--- src/rtl/rc_charge_sequencer.sv ---
// Discharge / dead-time / charge sequencer for the RC measurement cell; times the charge until the comparator trips.
// Optional macro RC_CMP_FILTER_EN: a trip needs three consecutive synchronized comparator highs.
module rc_charge_sequencer #(
    parameter int CNT_W            = 16,
    parameter int DISCHARGE_CYCLES = 64,
    parameter int TIMEOUT          = 65535
) (
    input  logic             clk,
    input  logic             rst,
    input  logic             start,
    input  logic             cmp_in,
    output logic             sw_discharge,
    output logic             sw_charge,
    output logic             busy,
    output logic             done,
    output logic             timeout,
    output logic             err,
    output logic [CNT_W-1:0] result
);

    typedef enum logic [1:0] {S_IDLE, S_DISCH, S_DEAD, S_CHARGE} state_t;

    localparam logic [15:0]      DIS_LOAD  = 16'(DISCHARGE_CYCLES);
    localparam logic [CNT_W-1:0] TIMEOUT_V = CNT_W'(TIMEOUT);

    state_t           state, state_nx;
    logic [15:0]      dis_cnt, dis_cnt_nx;
    logic [CNT_W-1:0] chg_cnt, chg_cnt_nx;
    logic [CNT_W-1:0] result_nx;
    logic             done_nx, timeout_nx, err_nx;
    logic             cmp_meta, cmp_s;
    logic             trip;

    // cmp_in is asynchronous to clk; its two-cycle latency is deliberately left in the result.
    always_ff @(posedge clk or posedge rst) begin
        if (rst) begin
            cmp_meta <= 1'b0;
            cmp_s    <= 1'b0;
        end else begin
            cmp_meta <= cmp_in;
            cmp_s    <= cmp_meta;
        end
    end

`ifdef RC_CMP_FILTER_EN
    logic [1:0] hist;

    // History only spans DISCH or CHARGE; it is empty on entry to either.
    always_ff @(posedge clk or posedge rst) begin
        if (rst)
            hist <= 2'b00;
        else if (state == S_IDLE || state == S_DEAD)
            hist <= 2'b00;
        else
            hist <= {hist[0], cmp_s};
    end

    assign trip = cmp_s & (hist == 2'b11);
`else
    assign trip = cmp_s;
`endif

    always_comb begin
        state_nx   = state;
        dis_cnt_nx = dis_cnt;
        chg_cnt_nx = chg_cnt;
        result_nx  = result;
        done_nx    = 1'b0;
        timeout_nx = 1'b0;
        err_nx     = 1'b0;
        case (state)
            S_IDLE: begin
                if (start) begin
                    state_nx   = S_DISCH;
                    dis_cnt_nx = DIS_LOAD;
                end
            end
            S_DISCH: begin
                if (dis_cnt == 16'd1) begin
                    if (trip) begin
                        state_nx = S_IDLE;
                        err_nx   = 1'b1;
                    end else begin
                        state_nx = S_DEAD;
                    end
                end else begin
                    dis_cnt_nx = dis_cnt - 16'd1;
                end
            end
            S_DEAD: begin
                state_nx   = S_CHARGE;
                chg_cnt_nx = '0;
            end
            S_CHARGE: begin
                // A trip wins over the timeout when both land on the same count.
                if (trip) begin
                    result_nx = chg_cnt;
                    done_nx   = 1'b1;
                    state_nx  = S_IDLE;
                end else if (chg_cnt == TIMEOUT_V) begin
                    result_nx  = TIMEOUT_V;
                    timeout_nx = 1'b1;
                    state_nx   = S_IDLE;
                end else begin
                    chg_cnt_nx = chg_cnt + CNT_W'(1);
                end
            end
            default: state_nx = S_IDLE;
        endcase
    end

    // Outputs are registered from the next state, so switches follow the state with no glitches.
    always_ff @(posedge clk or posedge rst) begin
        if (rst) begin
            state        <= S_IDLE;
            dis_cnt      <= '0;
            chg_cnt      <= '0;
            result       <= '0;
            done         <= 1'b0;
            timeout      <= 1'b0;
            err          <= 1'b0;
            sw_discharge <= 1'b0;
            sw_charge    <= 1'b0;
            busy         <= 1'b0;
        end else begin
            state        <= state_nx;
            dis_cnt      <= dis_cnt_nx;
            chg_cnt      <= chg_cnt_nx;
            result       <= result_nx;
            done         <= done_nx;
            timeout      <= timeout_nx;
            err          <= err_nx;
            sw_discharge <= (state_nx == S_DISCH);
            sw_charge    <= (state_nx == S_CHARGE);
            busy         <= (state_nx != S_IDLE);
        end
    end

endmodule

--- config.mk ---
export PLATFORM = sky130hd
export DESIGN_NAME = rc_charge_sequencer
export DESIGN_NICKNAME = d
export VERILOG_FILES = /design/src/rtl/rc_charge_sequencer.sv
export SDC_FILE = /design/constraint.sdc
export NUM_CORES = 1
export LEC_CHECK = 0
export BUFFER_PORTS_ARGS = -buffer_cell sky130_fd_sc_hd__buf_2
export CAP_MARGIN = 30
export CORE_MARGIN = 3
export CORE_UTILIZATION = 50
export DETAILED_ROUTE_END_ITERATION = 6
export GPL_TIMING_DRIVEN = 0
export PLACE_DENSITY = 0.7
export SYNTH_ARGS = -nofsm -noshare
export SYNTH_HDL_FRONTEND = slang
export SYNTH_SLANG_ARGS = --single-unit
--- constraint.sdc ---
create_clock -name clk -period 4.8 [get_ports clk]
set_clock_uncertainty 0.15 [all_clocks]
set_input_delay 0.48 -clock clk [delete_from_list [all_inputs] [get_ports clk]]
set_output_delay 0.48 -clock clk [all_outputs]
set_load 0.03 [all_outputs]
* After elaboration in Yosys (flattened, before gate mapping)
Index checks and enable logic that the tools add are counted.
** Word-level totals
- Output and inout bits :: 22
- Input bits :: 4
- Bits in registers :: 58
- Logic and storage cells :: 54
** Cells by class
- Reduce and logical (&&, ||, !) cells :: 8
- Equality and inequality tests :: 11
- $add $sub $neg :: 2
- Muxes and demuxes :: 21
** Operators by type and width (count)
- $mux 16 :: 6
- $pmux 16 s2 :: 2
- $add 16x1->16 const B :: 1
- $eq 16x1->1 const B :: 1
- $eq 16x16->1 const B :: 1
- $sub 16x1->16 const B :: 1
- $mux 2 :: 5
- $ne 2x2->1 const B :: 4
- $pmux 2 s4 :: 1
- $reduce_bool 2->1 :: 4
- $mux 1 :: 7
- $eq 2x2->1 const B :: 3
- $reduce_and 3->1 :: 2
- $eq 2x1->1 const B :: 2
- $logic_not 2->1 :: 1
- $reduce_and 2->1 :: 1

* Longest topological paths before layout
- Word-level depth :: 5
- Gate-level depth with buffers :: 8
- Mapped depth without buffers :: 6

* Worst setup path after synthesis
No wires, ideal clock.
- Path kind :: register to register
- From :: register dis_cnt[0]
- To :: register dis_cnt[15]
- Cell stages (with the launch flop) :: 6
- Setup slack :: 2.720 ns
- Arrival time :: 1.852 ns
- Data required time :: 4.572 ns
- Setup time :: 0.078 ns
- Clock period less this slack :: 2.080 ns
- Cells stage by stage :: dfrtp_1 -> or4b_4 -> nand2b_1 -> clkbuf_2 -> or4_1 -> a21oi_1
** Between the ends
- Word-level cells in the longest chain between the ends :: 3
- Elaborated cells on any way between the ends :: 6
- Those cells by class :: add/sub: 1; eq/ne: 2; mux: 2; reduce/logical: 1
** RTL lines
- start, declared :: RTL line 27 : logic [15:0] dis_cnt, dis_cnt_nx;
- start signal, assigned :: RTL line 127 : dis_cnt <= dis_cnt_nx;
- $sub 16x1->16 / $eq 16x1->1 (equally long branches) :: RTL line 87, 79
- $mux 16 / $ne 2x2->1 (equally long branches)
- $pmux 16 s2 / $reduce_and 3->1 (equally long branches)
Several ways; a longest one is shown, not always the timed one. The select of a mux whose other input is x is not followed.
A chain may end at the register's enable or synchronous reset.

* Worst setup path after layout
- From :: register chg_cnt[0]
- To :: register chg_cnt[10]
** Between the ends
- Word-level cells in the longest chain between the ends :: 4
- Elaborated cells on any way between the ends :: 7
- Those cells by class :: add/sub: 1; eq/ne: 2; mux: 3; reduce/logical: 1
** RTL lines
- start, declared :: RTL line 28 : logic [CNT_W-1:0] chg_cnt, chg_cnt_nx;
- start signal, assigned :: RTL line 128 : chg_cnt <= chg_cnt_nx;
- $add 16x1->16 :: RTL line 105 : chg_cnt_nx = chg_cnt + CNT_W'(1);
- $mux 16 :: RTL line 100 : end else if (chg_cnt == TIMEOUT_V) begin
- $mux 16 :: RTL line 96 : if (trip) begin
- $pmux 16 s2 :: RTL line 71 : case (state)
Several ways; a longest one is shown, not always the timed one. The select of a mux whose other input is x is not followed.

==> summary.txt <==
Route
  – First-pass DRT Iterations: 4
  – Routed Antenna Nets: 0
  – Initial DRC count: 128
  – Via density: 6.20
  – Routed WL per cell: 17.5 um
  – Final wirelength: 7020 um
  – DRC violations left: 0
  – Vias: 2488

Global route
  – Via count of the first global-routing pass: 2508
  – Gr ovfl total: 0
  – Total GRT Usage: 23.9%
  – Initial antenna violation count: 0
  – Largest net degree at the start of global routing: 38
  – First-pass GRT wire length: 12000 um

CTS
  – # H-tree levels: 3
  – Clk_lat worst skew: 0.35 ns
  – Hold Buf Count CTS: 0
  – Root buffer cell: clkbuf_8
  – CTS tree: built
  – CTS resizes: 0
  – Clk pin slew, worst setup/hold paths: 0.07 ns
  – CTS Buf Count: 9
  – TritonCTS Sinks: 58
  – Max clock buf depth: 2
  – Total setup buffers inserted after CTS: 0

Die
  – I/O pins: 26
  – Full die area: 0.00668 mm^2
  – Die Height: 81.7 um
  – Core region area: 0.00534 mm^2
  – Initial Util: 53.8%
  – FP Rows: 26
  – Die Width: 81.7 um

Timing
  – Slew headroom: 60.8%
  – Final Critical Period: 2.51 ns
  – Fin. max-slew vios: 0
  – Final hold viol count: 20
  – Setup TNS: 0 ns
  – Worst Tran Pin Value: 0.581 ns
  – Period utilization: 52.2%
  – Fmax: 399 MHz
  – Hold slack final: -0.00631 ns
  – Final setup viols: 0
  – RSZ-0062 raised after global routing: false

Critical path
  – RR Startpoint: chg_cnt[0]
  – Slowest CP cell: o41ai_2
  – Worst Path Required: 4.89 ns
  – R2r worst-path depth: 6
  – Crit path cell chain: ha_1 -> nand3_1 -> o41ai_2 -> buf_2 -> nor4b_1 -> a211o_1
  – CP Capture Type: register
  – RR Endpoint: chg_cnt[10]
  – Slowest stage delay, CP: 0.66 ns
  – WS Path Type: reg2reg
  – Crit start category: register
  – Reg2reg setup slack: 2.29 ns
  – Worst Path Arrival: 2.60 ns
  – Crit-path max FO: 10

Yosys
  – Avg Inst Size Synth: 9.92 um^2
  – Async set-reset flop share out of synthesis: 100%
  – Ys flop type: dfrtp_1
  – Flop and latch count out of synthesis: 58
  – Gate Count Post-Synth: 289
  – EDFF count, synth: 0
  – Synth warn: 0
  – Mapped cell area: 0.00287 mm^2
  – Count of cell types in the netlist: 49
  – Seq/Total Area, Yosys: 50.6%
  – Synth Net Count: 296

Place
  – HPWL after DPL: 4730 um
  – Port Buffers: 25
  – Final GP Congestion: 0.962

Pwr
  – Worst VDD drop: 284 uV
  – Final Power: 1.31 mW
  – Power Dens Cells: 397 mW/mm^2
  – Leakage Power: 1.49 nW

Final layout
  – Antenna cells: 0
  – Area added between synthesis and finish: 15.3%
  – Share of cells above drive strength 1: 17.8%
  – Final Net Count: 333

Status
  – Failing checks: hold timing
  – Outcome: complete, but fails checks

Worst hold path
  – Hold WC Path Type: in2async

Run
  – Max_cap viols: 0
## logic make-up (layout without fill, tap and decap cells)
family,after synthesis,in the layout,share of synthesized area (%)
simple gates,126,126,24.8
compound gates,72,72,18.4
flops,58,58,50.6
buf+inv,27,69,3.88
fa+ha+maj,3,3,1.31
mux,3,3,1.05
## cell usage in the layout (no fill, tap or decap), types with 3 or more instances in the layout
cell type / synthesis / final
dfrtp_1: 58 / 58
buf_2: 5 / 30
nand2_1: 29 / 29
nand3_1: 18 / 18
o22a_1: 16 / 16
a21oi_1: 14 / 14
or4_1: 12 / 12
nor3_1: 12 / 12
clkbuf_1: 10 / 11
nor2_1: 11 / 11
clkbuf_8: 0 / 11
o21ai_0: 9 / 9
inv_1: 9 / 8
nor4_1: 7 / 7
nand4_1: 6 / 6
and4_1: 5 / 5
a211o_1: 5 / 5
a31oi_1: 5 / 5
o311ai_0: 5 / 5
o211ai_1: 4 / 4
o31ai_1: 4 / 4
or3_1: 4 / 4
clkbuf_2: 3 / 3
nand2b_1: 3 / 3
nor4b_1: 3 / 3
mux2i_1: 3 / 3
ha_1: 3 / 3
## Yosys cell counts (6+ instances only)
library cell | n | area [um^2]
nor4_1 | 7 | 43.8
or4_1 | 12 | 90.1
nand3_1 | 18 | 90.1
nor2_1 | 11 | 41.3
inv_1 | 9 | 33.8
o21ai_0 | 9 | 45.0
nor3_1 | 12 | 60.1
o22a_1 | 16 | 140
nand2_1 | 29 | 109
dfrtp_1 | 58 | 1450
nand4_1 | 6 | 37.5
a21oi_1 | 14 | 70.1
clkbuf_1 | 10 | 37.5
## routing by layer
| layer | share of wire, % | global-route usage, % | up-vias |
|---|---|---|---|
| li1 | - | - | 1182 |
| met1 | 43 | 30.0 | 1202 |
| met2 | 48 | 38.9 | 86 |
| met3 | 6.0 | 7.02 | 18 |
| met4 | 2.4 | 9.30 | 0 |
| met5 | 0 | 0 | - |
## power by group
part / leakage, nW / internal (mW) / switching (mW) / total, mW
sequential: 0.746 / 0.554 / 0.0745 / 0.628
combinational: 0.641 / 0.0942 / 0.118 / 0.212
clock: 0.0986 / 0.267 / 0.205 / 0.472
total: 1.49 / 0.915 / 0.397 / 1.31
## worst max-delay path: cells and delay by family, from the launching register on
family	cells	cell delay (ns)
adder cells (fa/ha/maj)	1	0.24
AND/OR/NAND/NOR	2	0.30
flip-flops	1	0.47
AO/OA/AOI/OAI	2	0.90
buffers and inverters	1	0.33
## flip-flops by register name, indices dropped and copies added (netlist names)
name / cells
chg_cnt: 16
dis_cnt: 16
result: 16
state: 2
busy: 1
cmp_meta: 1
cmp_s: 1
done: 1
err: 1
sw_charge: 1
sw_discharge: 1
timeout: 1
## final cells by class
cell class | instances | area [um^2]
plain buffers | 18 | 77.6
clock buffers | 12 | 155
clock inverters | 4 | 50.0
fillers | 474 | 2030
inverters | 9 | 33.8
multi-input cells | 204 | 1310
flip-flops and latches | 58 | 1450
well taps | 70 | 87.6
repair buffers | 26 | 145
## per-stage QoR
step	cell area (um^2)	std cells	util (%)	setup slack, ns	hold WS (ns)
2_1_floorplan	2870	289	-	2.72	0.181
3_3_place_gp	3080	384	57.7	2.05	0.183
3_5_place_dp	3100	385	58.1	2.40	0.194
4_1_cts	3310	401	62.0	2.35	0.00180
5_1_grt	3310	401	62.0	2.17	0.0150
6_report	3310	401	62.0	2.29	-0.00631
## worst max-delay path by stage
stage	cells past startpoint	slack (ns)	startpoint	to
CTS	6	2.35	chg_cnt[0]	chg_cnt[10]
detailed placement	6	2.40	chg_cnt[0]	chg_cnt[5]
global route	6	2.17	chg_cnt[0]	chg_cnt[10]
finish	6	2.29	chg_cnt[0]	chg_cnt[10]
global placement	2	2.05	rst	done
floorplan	5	2.72	dis_cnt[0]	dis_cnt[15]
No activity file was read; power rests on OpenSTA's default activity.
